File: src/rtl/truth_sweep_pkg.sv
// Shared definitions for the truth-table sweeper: FSM encoding and table sizing.
package truth_sweep_pkg;

  typedef enum logic [1:0] {
    IDLE   = 2'd0,
    APPLY  = 2'd1,
    SAMPLE = 2'd2,
    DONE   = 2'd3
  } state_t;

  // Packed expected-table width: one N_OUT-bit entry per input vector.
  function automatic int table_w(input int n_in, input int n_out);
    return n_out << n_in;
  endfunction

endpackage

File: src/rtl/truth_table_sweeper_if.sv
// Control, status and DUT-facing signals of the sweeper; slave is the sweeper side.
interface truth_table_sweeper_if #(
  parameter int N_IN  = 3,
  parameter int N_OUT = 2
);
  logic             start;
  logic             abort;
  logic [N_IN-1:0]  stim;
  logic [N_OUT-1:0] resp;
  logic             busy;
  logic             done;
  logic             pass;
  logic [N_IN:0]    err_count;
  logic [N_IN-1:0]  first_fail;
  logic             fail_seen;

  modport master (
    output start, abort, resp,
    input  stim, busy, done, pass, err_count, first_fail, fail_seen
  );

  modport slave (
    input  start, abort, resp,
    output stim, busy, done, pass, err_count, first_fail, fail_seen
  );
endinterface

File: src/rtl/sweep_hold_timer.sv
// Counts clocks a vector has been held; expire flags the last hold clock.
module sweep_hold_timer #(
  parameter int HOLD_CYCLES = 4
) (
  input  logic clk,
  input  logic rst_n,
  input  logic clear,
  input  logic enable,
  output logic expire
);
  localparam int CW = (HOLD_CYCLES > 1) ? $clog2(HOLD_CYCLES) : 1;

  logic [CW-1:0] hold_cnt;

  assign expire = (hold_cnt == CW'(HOLD_CYCLES - 1));

  // Stop at the terminal count; the FSM leaves APPLY on that same edge.
  always_ff @(posedge clk) begin
    if (!rst_n) begin
      hold_cnt <= '0;
    end else if (clear) begin
      hold_cnt <= '0;
    end else if (enable && !expire) begin
      hold_cnt <= hold_cnt + 1'b1;
    end
  end
endmodule

File: src/rtl/truth_table_sweeper.sv
// Exhaustive in-circuit tester: steps every input vector, holds it, compares the response.
module truth_table_sweeper
  import truth_sweep_pkg::*;
#(
  parameter int N_IN        = 3,
  parameter int N_OUT       = 2,
  parameter int HOLD_CYCLES = 4,
  parameter logic [table_w(N_IN, N_OUT)-1:0] EXP_TABLE = 16'hE994
) (
  input logic                 clk,
  input logic                 rst_n,
  truth_table_sweeper_if.slave bus
);
  localparam logic [N_IN-1:0] LAST_VEC = '1;

  state_t           state_q, state_d;
  logic [N_IN-1:0]  stim_q, stim_d;
  logic             busy_q, busy_d;
  logic             done_q, done_d;
  logic             pass_q, pass_d;
  logic [N_IN:0]    err_q, err_d;
  logic [N_IN-1:0]  first_q, first_d;
  logic             seen_q, seen_d;
  logic             tmr_clear, tmr_en, expire;
  logic [N_OUT-1:0] exp_resp;
  logic             mismatch;

  sweep_hold_timer #(.HOLD_CYCLES(HOLD_CYCLES)) u_timer (
    .clk    (clk),
    .rst_n  (rst_n),
    .clear  (tmr_clear),
    .enable (tmr_en),
    .expire (expire)
  );

  assign exp_resp = EXP_TABLE[stim_q * N_OUT +: N_OUT];
  assign mismatch = (bus.resp != exp_resp);

  always_comb begin
    state_d   = state_q;
    stim_d    = stim_q;
    busy_d    = busy_q;
    done_d    = done_q;
    pass_d    = pass_q;
    err_d     = err_q;
    first_d   = first_q;
    seen_d    = seen_q;
    tmr_clear = 1'b0;
    tmr_en    = 1'b0;
    // Abort leaves error results in place so a cancelled run can still be inspected.
    if (bus.abort) begin
      state_d   = IDLE;
      stim_d    = '0;
      busy_d    = 1'b0;
      done_d    = 1'b0;
      pass_d    = 1'b0;
      tmr_clear = 1'b1;
    end else begin
      case (state_q)
        IDLE, DONE: begin
          tmr_clear = 1'b1;
          if (bus.start) begin
            state_d = APPLY;
            stim_d  = '0;
            err_d   = '0;
            first_d = '0;
            seen_d  = 1'b0;
            done_d  = 1'b0;
            pass_d  = 1'b0;
            busy_d  = 1'b1;
          end
        end
        APPLY: begin
          tmr_en = 1'b1;
          if (expire) state_d = SAMPLE;
        end
        SAMPLE: begin
          tmr_clear = 1'b1;
          err_d     = err_q + {{N_IN{1'b0}}, mismatch};
          if (mismatch && !seen_q) begin
            first_d = stim_q;
            seen_d  = 1'b1;
          end
          if (stim_q == LAST_VEC) begin
            state_d = DONE;
            done_d  = 1'b1;
            busy_d  = 1'b0;
            pass_d  = (err_d == '0);
          end else begin
            state_d = APPLY;
            stim_d  = stim_q + 1'b1;
          end
        end
        default: state_d = IDLE;
      endcase
    end
  end

  always_ff @(posedge clk) begin
    if (!rst_n) begin
      state_q <= IDLE;
      stim_q  <= '0;
      busy_q  <= 1'b0;
      done_q  <= 1'b0;
      pass_q  <= 1'b0;
      err_q   <= '0;
      first_q <= '0;
      seen_q  <= 1'b0;
    end else begin
      state_q <= state_d;
      stim_q  <= stim_d;
      busy_q  <= busy_d;
      done_q  <= done_d;
      pass_q  <= pass_d;
      err_q   <= err_d;
      first_q <= first_d;
      seen_q  <= seen_d;
    end
  end

  assign bus.stim       = stim_q;
  assign bus.busy       = busy_q;
  assign bus.done       = done_q;
  assign bus.pass       = pass_q;
  assign bus.err_count  = err_q;
  assign bus.first_fail = first_q;
  assign bus.fail_seen  = seen_q;
endmodule
File: src/flat_wrapper.sv
// flat-port wrapper written by rule: the top's interface ports become plain ports
module truth_table_sweeper_flat import truth_sweep_pkg::*;
#(
  parameter int N_IN        = 3,
  parameter int N_OUT       = 2,
  parameter int HOLD_CYCLES = 4,
  parameter logic [table_w(N_IN, N_OUT)-1:0] EXP_TABLE = 16'hE994
)
  (clk, rst_n, bus_start, bus_abort, bus_resp, bus_stim, bus_busy, bus_done, bus_pass, bus_err_count, bus_first_fail, bus_fail_seen);
  truth_table_sweeper_if #(.N_IN(N_IN), .N_OUT(N_OUT)) bus_i ();
  input logic clk;
  input logic rst_n;
  input wire logic [$bits(bus_i.start)-1:0] bus_start;
  input wire logic [$bits(bus_i.abort)-1:0] bus_abort;
  input wire logic [$bits(bus_i.resp)-1:0] bus_resp;
  output wire logic [$bits(bus_i.stim)-1:0] bus_stim;
  output wire logic [$bits(bus_i.busy)-1:0] bus_busy;
  output wire logic [$bits(bus_i.done)-1:0] bus_done;
  output wire logic [$bits(bus_i.pass)-1:0] bus_pass;
  output wire logic [$bits(bus_i.err_count)-1:0] bus_err_count;
  output wire logic [$bits(bus_i.first_fail)-1:0] bus_first_fail;
  output wire logic [$bits(bus_i.fail_seen)-1:0] bus_fail_seen;
  assign bus_i.start = bus_start;
  assign bus_i.abort = bus_abort;
  assign bus_i.resp = bus_resp;
  assign bus_stim = bus_i.stim;
  assign bus_busy = bus_i.busy;
  assign bus_done = bus_i.done;
  assign bus_pass = bus_i.pass;
  assign bus_err_count = bus_i.err_count;
  assign bus_first_fail = bus_i.first_fail;
  assign bus_fail_seen = bus_i.fail_seen;
  truth_table_sweeper #(.N_IN(N_IN), .N_OUT(N_OUT), .HOLD_CYCLES(HOLD_CYCLES), .EXP_TABLE(EXP_TABLE)) u_core (.clk(clk), .rst_n(rst_n), .bus(bus_i));
endmodule
File: config.mk
export PLATFORM = sky130hd
export DESIGN_NAME = truth_table_sweeper_flat
export DESIGN_NICKNAME = d
export VERILOG_FILES = /design/src/rtl/truth_sweep_pkg.sv /design/src/rtl/truth_table_sweeper_if.sv /design/src/rtl/sweep_hold_timer.sv /design/src/rtl/truth_table_sweeper.sv /design/src/flat_wrapper.sv
export SDC_FILE = /design/constraint.sdc
export NUM_CORES = 1
export LEC_CHECK = 0
export ABC_AREA = 1
export BUFFER_PORTS_ARGS = -buffer_cell sky130_fd_sc_hd__buf_4
export CAP_MARGIN = 30
export CORE_ASPECT_RATIO = 0.6
export CORE_MARGIN = 2
export CORE_UTILIZATION = 42
export CTS_BUF_LIST = sky130_fd_sc_hd__clkbuf_8
export DETAILED_ROUTE_END_ITERATION = 7
export GPL_ROUTABILITY_DRIVEN = 1
export PLACE_DENSITY = 0.59
export REMOVE_ABC_BUFFERS = 1
export SYNTH_ARGS = -nofsm -noshare
export SYNTH_HDL_FRONTEND = slang
export SYNTH_HIERARCHICAL = 1
export SYNTH_SLANG_ARGS = --single-unit
File: constraint.sdc
create_clock -name clk -period 2.79 [get_ports clk]
set_clock_uncertainty 0.1 [all_clocks]
set_input_delay 0.1395 -clock clk [delete_from_list [all_inputs] [get_ports clk]]
set_output_delay 0.1395 -clock clk [all_outputs]
set_load 0.02 [all_outputs]
# Word level (Yosys, flattened, before mapping)
# Cells that the tools add are included.
[totals] in_bits=6 reg_bits=18 output_inout_bits=14 wordCells=67
[op_classes] shift=1 addsub=3 n_reduce_logical=16 eq_ne=11 muxes=25 bitwise=2
[op_table] op="indexed part select 16 x 5 -> 2 bit (first input constant)" n=1
[op_table] op="one-hot mux 3 bit (2 select lines)" n=2
[op_table] op="2-to-1 mux 1 bit" n=10
[op_table] op="2-to-1 mux 3 bit" n=3
[op_table] op="AND reduction 3 bit" n=3
[op_table] op="one-hot mux 1 bit (2 select lines)" n=4
[op_table] op="one-hot mux 4 bit (2 select lines)" n=1
[op_table] op="== test 2 bit (second input constant)" n=3
[op_table] op="2-to-1 mux 2 bit" n=3
[op_table] op="!= test 2 bit (second input constant)" n=3
[op_table] op="one-hot mux 2 bit (3 select lines)" n=1
[op_table] op="OR reduction 2 bit" n=3
[op_table] op="adder 4 x 1 -> 4 bit" n=1
[op_table] op="zero test 4 bit" n=1
[op_table] op="2-to-1 mux 4 bit" n=1
[op_table] op="!= test 2 x 1 -> 1 bit (second input constant)" n=2
[op_table] op="AND reduction 4 bit" n=1
[op_table] op="adder 3 x 1 -> 3 bit (second input constant)" n=1
[op_table] op="== test 3 bit (second input constant)" n=1
[op_table] op="OR reduction 3 bit" n=1
[op_table] op="adder 2 x 1 -> 2 bit (second input constant)" n=1
[op_table] op="== test 2 x 1 -> 1 bit (second input constant)" n=1
[op_table] op="logical AND 1 bit" n=2
[op_table] op="zero test 1 bit" n=2
[op_table] op="5 further kinds" n=6

# Logic depth before layout (Yosys ltp)
# Gate-level depths: netlist of the first run.
[depth] word_depth=6 ltp_mapped=14 depth_no_buf=14

# By module
# Netlist of the first run, hierarchy kept.
[by_module_without_submodules] module="truth_table_sweeper" cells_per_inst=126 seq_area_each_um2=320.3 area_per_inst_um2=909.6 instances=1
[by_module_without_submodules] module="sweep_hold_timer" cells_per_inst=17 seq_area_each_um2=40.0 area_per_inst_um2=110.1 instances=1

# Worst setup path before layout of the first run
# No wires, ideal clock.
[synth_timing] path_kind="reg2reg" from="reg u_core.stim_q[0], in the netlist u_core/bus.stim[0]" to="reg u_core.pass_q, in the netlist u_core/bus.pass" setup_slack_ps=597 setup_time_ps=70 path_stages_with_launch=15 arrival_ps=2023 required_ps=2620 path_buffers=0 synth_period_minus_slack_ps=2193 path_cell_list="dfxtp_1 -> inv_1 -> ha_1 -> inv_1 -> nand2_2 -> nand2_1 -> nand2_1 -> nand2_2 -> nand2_4 -> ha_1 -> ha_1 -> xor2_1 -> nor3_1 -> nand2_1 -> a21oi_1"
[synth_via] elab_chain_len=6 elab_cells_between_ends=9 cone_classes="1 x add/sub; 3 x eq/ne; 1 x shift; 2 x mux; 2 x reduce/logical"
[synth_rtl] item="start: declaration" line_no="truth_table_sweeper.sv:17" source="logic [N_IN-1:0] stim_q, stim_d;"
[synth_rtl] item="start signal: assignment" line_no="truth_table_sweeper.sv:111" source="stim_q <= stim_d;"
[synth_rtl] item="indexed part select 16 x 5 -> 2 bit" line_no="truth_table_sweeper.sv:36" source="assign exp_resp = EXP_TABLE[stim_q * N_OUT +: N_OUT];"
[synth_rtl] item="!= test 2 bit" line_no="truth_table_sweeper.sv:37" source="assign mismatch = (bus.resp != exp_resp);"
[synth_rtl] item="adder 4 x 1 -> 4 bit" line_no="truth_table_sweeper.sv:79" source="err_d = err_q + {{N_IN{1'b0}}, mismatch};"
[synth_rtl] item="zero test 4 bit" line_no="truth_table_sweeper.sv:88" source="pass_d = (err_d == '0);"
[synth_rtl] item="2-to-1 mux 1 bit" line_no="truth_table_sweeper.sv:84" source="if (stim_q == LAST_VEC) begin"
[synth_rtl] item="one-hot mux 1 bit (2 select lines)" line_no="truth_table_sweeper.sv:59" source="case (state_q)"
[synth_rtl] item="end signal: assignment" line_no="truth_table_sweeper.sv:114" source="pass_q <= pass_d;"
[synth_rtl] item="end: declaration" line_no="truth_table_sweeper.sv:20" source="logic pass_q, pass_d;"
# Parallel ways exist; a longest one is shown, timed or not. The select of a mux whose other input is x is not followed.
# A chain may end at the register's enable or synchronous reset.

# Worst setup path after layout of the first run
# Ends and elaborated chain as after synthesis.

==> results of run 1 <==
-- per-stage QoR --
step | std cells | hold slack [ns] | setup WS, ns | total power [mW] | utilization
4_1_cts | 196 | 0.0917 | 0.484 | 0.532 | 0.563
5_1_grt | 196 | 0.109 | 0.290 | 0.551 | 0.563
3_5_place_dp | 192 | 0.348 | 0.559 | 0.314 | 0.538
2_1_floorplan | 143 | 0.202 | 0.597 | 0.298 | -
6_report | 196 | 0.101 | 0.441 | 0.525 | 0.563
3_3_place_gp | 192 | 0.347 | 0.659 | 0.314 | 0.538
-- routing by layer --
layer	global-route usage	vias to the layer above	wire, µm
met3	0.0645	2	123
met1	0.274	400	1330
met4	0.0163	0	8
li1	-	498	-
met2	0.257	28	938
met5	0	-	0
-- state kept, by name (all words and copies together) (netlist names) --
signal	count
u_core/bus.err_count	4
u_core/bus.first_fail	3
u_core/bus.stim	3
u_core/state_q	2
u_core/u_timer/hold_cnt	2
u_core/bus.busy	1
u_core/bus.done	1
u_core/bus.fail_seen	1
u_core/bus.pass	1
-- area by class of cell --
class	instances	share of cell area
flip-flops and latches	18	0.287
multi-input cells	98	0.445
inverters	27	0.0808
clock buffers	4	0.0439
well taps	30	0.0299
repair buffers	19	0.114
-- worst max-delay path, delay by kind of cell (launching register included) --
family	cells	cell delay, ns
buffers and inverters	2	0.20
adder cells (fa/ha/maj)	3	0.73
AO/OA/AOI/OAI	1	0.11
flip-flops	1	0.44
AND/OR/NAND/NOR	7	0.54
XOR/XNOR	1	0.16
-- report_power, final --
group / total (mW) / switching [mW] / internal (mW)
clock network: 0.216 / 0.0906 / 0.125
logic: 0.0488 / 0.0319 / 0.0169
registers: 0.260 / 0.00139 / 0.259
total: 0.525 / 0.124 / 0.401
-- placed cells by master, fill, tap and decap left out, drive strengths merged --
cell,instances
a211oi,1
a21oi,15
a22oi,1
a31oi,1
buf,19
clkbuf,4
dfxtp,18
ha,9
inv,27
nand2,39
nand3,8
nand4,3
nor2,15
nor3,1
o21ai,3
xnor2,1
xor2,1
-- worst min path at each step --
stage,start,end,depth (start not counted)
floorplan,rst_n,u_core/bus.err_count[2]$_SDFFE_PN0P_,2
global placement,rst_n,u_core/bus.err_count[2]$_SDFFE_PN0P_,3
detailed placement,rst_n,u_core/bus.err_count[2]$_SDFFE_PN0P_,3
CTS,rst_n,u_core/bus.err_count[2]$_SDFFE_PN0P_,3
global route,rst_n,u_core/bus.err_count[2]$_SDFFE_PN0P_,3
finish,rst_n,u_core/bus.first_fail[0]$_SDFFE_PN0P_,3
-- kinds of logic (layout without fill, tap and decap cells) --
family / count (synthesis) / after routing
adders and majority gates: 9 / 9
buffers and inverters: 27 / 50
DFF: 18 / 18
and+or+nand+nor: 66 / 66
xor gates and xnor gates: 2 / 2
AOI/OAI and AO/OA: 21 / 21
==> impl_metrics.py, run 1 <==
metrics = {
    "clock_tree": {
        "post_cts_buffers": 0,
        "clk_latency_ns": 0.25,
        "cts_hold_buf": 0,
        "cts.sinks": 18,
        "clock_path_buffers": 2,
        "cts_resized": 0,
        "cts_htree_levels": 1,
        "clk_transition_reported_paths_ns": 0.07,
        "cts_tree": "done",
        "cts_root_buf": "clkbuf_8",
        "cts_buffers": 3,
    },
    "synthesis": {
        "synth_xor_area_frac": 0.0172,
        "synth_top_area_share": 0.353,
        "yosysWarnings": 6,
        "synthTopCellsByCount": "nand2_1 (32), inv_1 (22), dfxtp_1 (18), a21oi_1 (15), nor2_1 (12)",
        "synth.area.top_cells": "dfxtp_1 (35%), nand2_1 (12%), ha_1 (11%)",
        "synth_ff_type": "dfxtp_1",
        "yosysTopAreaCell": "dfxtp_1",
        "synth_top_family_by_area": "simple AND/OR/NAND/NOR gates",
        "synth_area_um2": 1020,
        "ys_seq_area_frac": 0.353,
        "yosysUniqueCellTypes": 21,
        "async_flop_share": 0,
        "synth_compound_gate_area_share": 0.109,
        "syn_inst": 143,
        "synthMuxAreaShare": 0,
        "synth_most_common_cell": "nand2_1",
        "synth_edf_count": 0,
        "synth_fa_ha_area_frac": 0.110,
        "yosys.area_share.simple": 0.310,
        "synth.ff_latch_count": 18,
        "synth.avg_cell_area_um2": 7.13,
    },
    "timing": {
        "slew_headroom": 0.804,
        "rsz0062_at_grt": "false",
        "max_freq_ghz": 0.426,
        "setup_viol": 0,
        "worst_pin_slew_ns": 0.291,
        "period_needed_ns": 2.35,
        "slew_violations": 0,
        "timing.setup.tns_ns": 0,
        "final-hold-violation-count": 0,
        "fin_crit_sh": 0.842,
    },
    "routing": {
        "avgRoutedWirePerCell_um": 12.3,
        "drc_errors": 0,
        "detail_route.wirelength_um": 2400,
        "drt-pass1-iter-count": 4,
        "num_vias": 928,
        "drtIter0Drc": 118,
        "ant_nets": 0,
        "via_per_inst": 4.73,
    },
    "global_route": {
        "grt_max_degree": 11,
        "globalRouteOverflowTotal": 0,
        "antenna_found_initial": 0,
        "first_global_vias": 837,
        "grt_pass1_wl_um": 3910,
        "grtUsageTotal": 0.183,
    },
    "status": {
        "status": "completed",
    },
    "setup_path": {
        "cp.required_ns": 2.88,
        "endpoint_kind": "register",
        "cp_max_fo": 6,
        "r2r_setup_slack_ns": 0.44,
        "crit_path_top_delay_cell": "dfxtp_1",
        "crit_start": "u_core/bus.stim[0]$_SDFFE_PP0P_",
        "startpoint_type": "register",
        "crit_chain": "inv_1, ha_1, inv_1, nand2_2, nand2_1, nand2_1, nand2_2, nand2_4, ha_1, ha_1, xor2_1, nor3_1, nand2_1, a21oi_1",
        "r2r_cells": 14,
        "timing.rr.start": "u_core/bus.stim[0]$_SDFFE_PP0P_",
        "timing.rr.end": "u_core/bus.pass$_SDFFE_PP0P_",
        "critical_path.max_stage_delay_ns": 0.44,
        "cp.arrival_ns": 2.44,
        "critPathKind": "register to register",
        "crit_end": "u_core/bus.pass$_SDFFE_PP0P_",
    },
    "cells_and_area": {
        "area_growth_pct": 23.1,
        "regArea_um2": 360,
        "final_area_um2": 1250,
        "antenna_cells": 0,
        "multiInputGateArea_um2": 558,
        "nets": 182,
        "nFillCells": 212,
        "drive_above_1_share": 0.241,
    },
    "floorplan": {
        "dieArea_um2": 2850,
        "core-area_um2": 2230,
        "rows": 13,
        "start_util": 0.458,
        "ios": 20,
        "die_h_um": 42.2,
        "die-width_um": 67.6,
    },
    "place": {
        "port_buffers": 19,
        "dp_hpwl_um": 1760,
        "placed_area_um2": 1200,
        "gp_congestion": 0.823,
    },
    "pwr": {
        "power_density_nw_per_um2": 418,
        "peakVddDrop_uv": 276,
        "power_leakage_nw": 0.560,
    },
    "worst_hold_path": {
        "hold_path.class": "input port to register",
    },
    "flow_run": {
        "maxCapViolCount": 0,
    },
}
(Power assumes the default switching activity.)
==> run 2, diff against run 1 <==
- ABC_AREA: 1 -> 0
- PLACE_DENSITY: 0.59 -> 0.62
- clock period: 2.79 -> 2 ns (I/O delays scaled with it)
==> run 2 against run 1 <==
Against the previous run:
- the run now ends with negative setup slack left
- die area up 2.6%
- non-clock buffer count is 18 higher
- combinational power grew 120%
- routed wire length increased by 15%
- hold slack worse by 0.072 ns
- flip-flop and latch count unchanged
- critical path type unchanged
==> impl_metrics.py, run 2 <==
metrics = {
    "floorplan": {
        "ios": 20,
        "rows": 13,
        "start_util": 0.464,
        "die-width_um": 68.5,
        "dieArea_um2": 2930,
        "core-area_um2": 2260,
        "die_h_um": 42.7,
    },
    "synthesis": {
        "syn_inst": 124,
        "synth_area_um2": 1050,
        "synth_most_common_cell": "dfxtp_1",
        "synth.ff_latch_count": 18,
        "synth_edf_count": 0,
        "synth.area.top_cells": "dfxtp_1 (34%), ha_1 (11%), nor2_1 (4.7%)",
        "synth_top_area_share": 0.344,
        "async_flop_share": 0,
        "yosysUniqueCellTypes": 37,
        "synth_ff_type": "dfxtp_1",
        "synth.avg_cell_area_um2": 8.46,
        "yosysWarnings": 6,
        "synthTopCellsByCount": "dfxtp_1 (18), nor2_1 (13), a21oi_1 (9), ha_1 (9), nand2_1 (9)",
        "ys_seq_area_frac": 0.344,
        "yosysTopAreaCell": "dfxtp_1",
    },
    "flow_run": {
        "maxCapViolCount": 0,
    },
    "status": {
        "failed_checks": "negative setup slack",
        "status": "complete, but fails checks",
    },
    "worst_hold_path": {
        "hold_path.class": "input port to register",
        "hold_end": "u_core/bus.fail_seen$_SDFFE_PN0P_",
        "min_path_cells": 2,
        "hp-start": "rst_n",
    },
    "clock_tree": {
        "cts_root_buf": "clkbuf_8",
        "cts_buffers": 3,
        "cts.sinks": 18,
        "cts_tree": "done",
        "clock_path_buffers": 2,
        "cts_htree_levels": 1,
        "clk_latency_ns": 0.25,
        "clk_transition_reported_paths_ns": 0.07,
    },
    "setup_path": {
        "cp_max_fo": 3,
        "timing.rr.end": "u_core/bus.pass$_SDFFE_PP0P_",
        "startpoint_type": "register",
        "r2r_cells": 11,
        "endpoint_kind": "register",
        "timing.rr.start": "u_core/bus.stim[0]$_SDFFE_PP0P_",
        "critPathKind": "register to register",
        "cp.required_ns": 2.03,
        "r2r_setup_slack_ns": -0.19,
        "cp.arrival_ns": 2.22,
    },
    "routing": {
        "num_vias": 1034,
        "drt-pass1-iter-count": 4,
        "drc_errors": 0,
        "via_per_inst": 5.41,
        "ant_nets": 0,
        "avgRoutedWirePerCell_um": 14.4,
        "drtIter0Drc": 40,
        "detail_route.wirelength_um": 2760,
    },
    "cells_and_area": {
        "nFillCells": 170,
        "drive_above_1_share": 0.447,
        "nets": 177,
        "final_cell_mix": "buf_4 (36), dfxtp_1 (14), nor2_1 (13)",
        "area_growth_pct": 48.3,
        "largest_register_ffs": 4,
        "layout_commonest_cell": "buf_4",
        "final_util": 0.688,
        "antenna_cells": 0,
    },
    "timing": {
        "setup_slack_ns": -0.188,
        "fin_crit_sh": 1.09,
        "worst_pin_slew_ns": 0.393,
        "slew_violations": 0,
        "final-hold-violation-count": 0,
        "period_needed_ns": 2.19,
        "setup_viol": 4,
        "slew_headroom": 0.731,
        "rsz0062_at_grt": "true",
        "max_freq_ghz": 0.457,
    },
    "pwr": {
        "power_density_nw_per_um2": 495,
        "peakVddDrop_uv": 475,
        "power.total_mw": 0.769,
        "power_leakage_nw": 0.610,
    },
    "global_route": {
        "first_global_vias": 961,
        "antenna_found_initial": 0,
        "grtUsageTotal": 0.207,
        "globalRouteOverflowTotal": 0,
        "grt_pass1_wl_um": 4520,
        "grt_max_degree": 16,
    },
    "place": {
        "gp_congestion": 0.817,
        "pre_cts_ws_ns": -0.456,
        "dp_hpwl_um": 1970,
        "port_buffers": 19,
    },
}
-- run 2: cell types whose count changed after synthesis, sizes merged, moves of 4 or more --
cell    delta
a21oi      -6
nand2     -30
inv       -20
nand2b     +7
or4        +4
-- run 2: per-stage QoR --
step | std cells | area, µm² | TNS [ns] | hold slack (ns)
after floorplan | 120 | 1030 | -3.01 | 0.133
after global placement | 185 | 1330 | -1.07 | 0.287
after detailed placement | 185 | 1330 | -1.24 | 0.296
after CTS | 191 | 1500 | -0.365 | 0.0295
after global routing | 191 | 1560 | -0.858 | 0.0228
final | 191 | 1560 | -0.438 | 0.0290
-- run 2: final cells by class --
type                       instances  area [µm²]  share of cell area
clock buffer                       4        55.1              0.0354
multi-input combinational         95         790               0.508
inverter                           7        26.3              0.0169
sequential                        18         365               0.235
timing repair buffer              37         282               0.181
tap                               30        37.5              0.0241
-- run 2: repair_timing --
item,in CTS,in global routing
pin swaps,13,7
setup buffers,2,0
hold buffers,0,0
gates resized for setup,20,12
endpoints found under the setup margin,7,7
-- run 2: how the worst max path moves through the flow --
stage	start	end	slack, ns	cells past startpoint
finish	u_core/bus.stim[0]$_SDFFE_PP0P_	u_core/bus.pass$_SDFFE_PP0P_	-0.19	11
global route	u_core/bus.stim[0]$_SDFFE_PP0P_	u_core/bus.pass$_SDFFE_PP0P_	-0.27	11
CTS	u_core/bus.stim[0]$_SDFFE_PP0P_	u_core/bus.pass$_SDFFE_PP0P_	-0.15	11
detailed placement	u_core/bus.stim[0]$_SDFFE_PP0P_	u_core/bus.pass$_SDFFE_PP0P_	-0.46	10
global placement	u_core/bus.stim[0]$_SDFFE_PP0P_	u_core/bus.pass$_SDFFE_PP0P_	-0.39	10
floorplan	u_core/bus.stim[0]$_SDFFE_PP0P_	u_core/bus.pass$_SDFFE_PP0P_	-0.76	11
-- run 2: cell families (layout without fill, tap and decap cells) --
kind of cell,count (synthesis),after routing,synth area share
AND/OR/NAND/NOR,52,52,0.273
XOR/XNOR,5,5,0.0418
buffers and inverters,11,48,0.0394
flip-flops,18,18,0.344
multiplexers,3,3,0.0298
adder cells (fa/ha/maj),9,9,0.107
AO/OA/AOI/OAI,26,26,0.165
-- run 2: where the power goes --
group          internal (mW)  switching, mW  total, mW
clock network          0.175          0.121      0.296
logic                 0.0509         0.0568      0.108
registers              0.362        0.00342      0.366
-- run 2: worst max-delay path: stages, from the launching register on --
cell and delay (ns):
dfxtp_2 0.34, inv_2 0.05, ha_4 0.29, xnor2_4 0.13, nor3b_4 0.22, nor2_1 0.07, ha_2 0.20, ha_4 0.17
nand2b_4 0.14, and2_4 0.13, a32oi_1 0.17, nor2_1 0.07
-- run 2: per-layer routing --
layer	global-route usage	routed length (µm)	vias to the layer above	share of wire
met5	0	0	-	0
met4	0.0520	47	0	0.017
met3	0.0663	140	6	0.051
met2	0.296	1280	27	0.46
met1	0.297	1300	483	0.47
li1	-	-	518	-
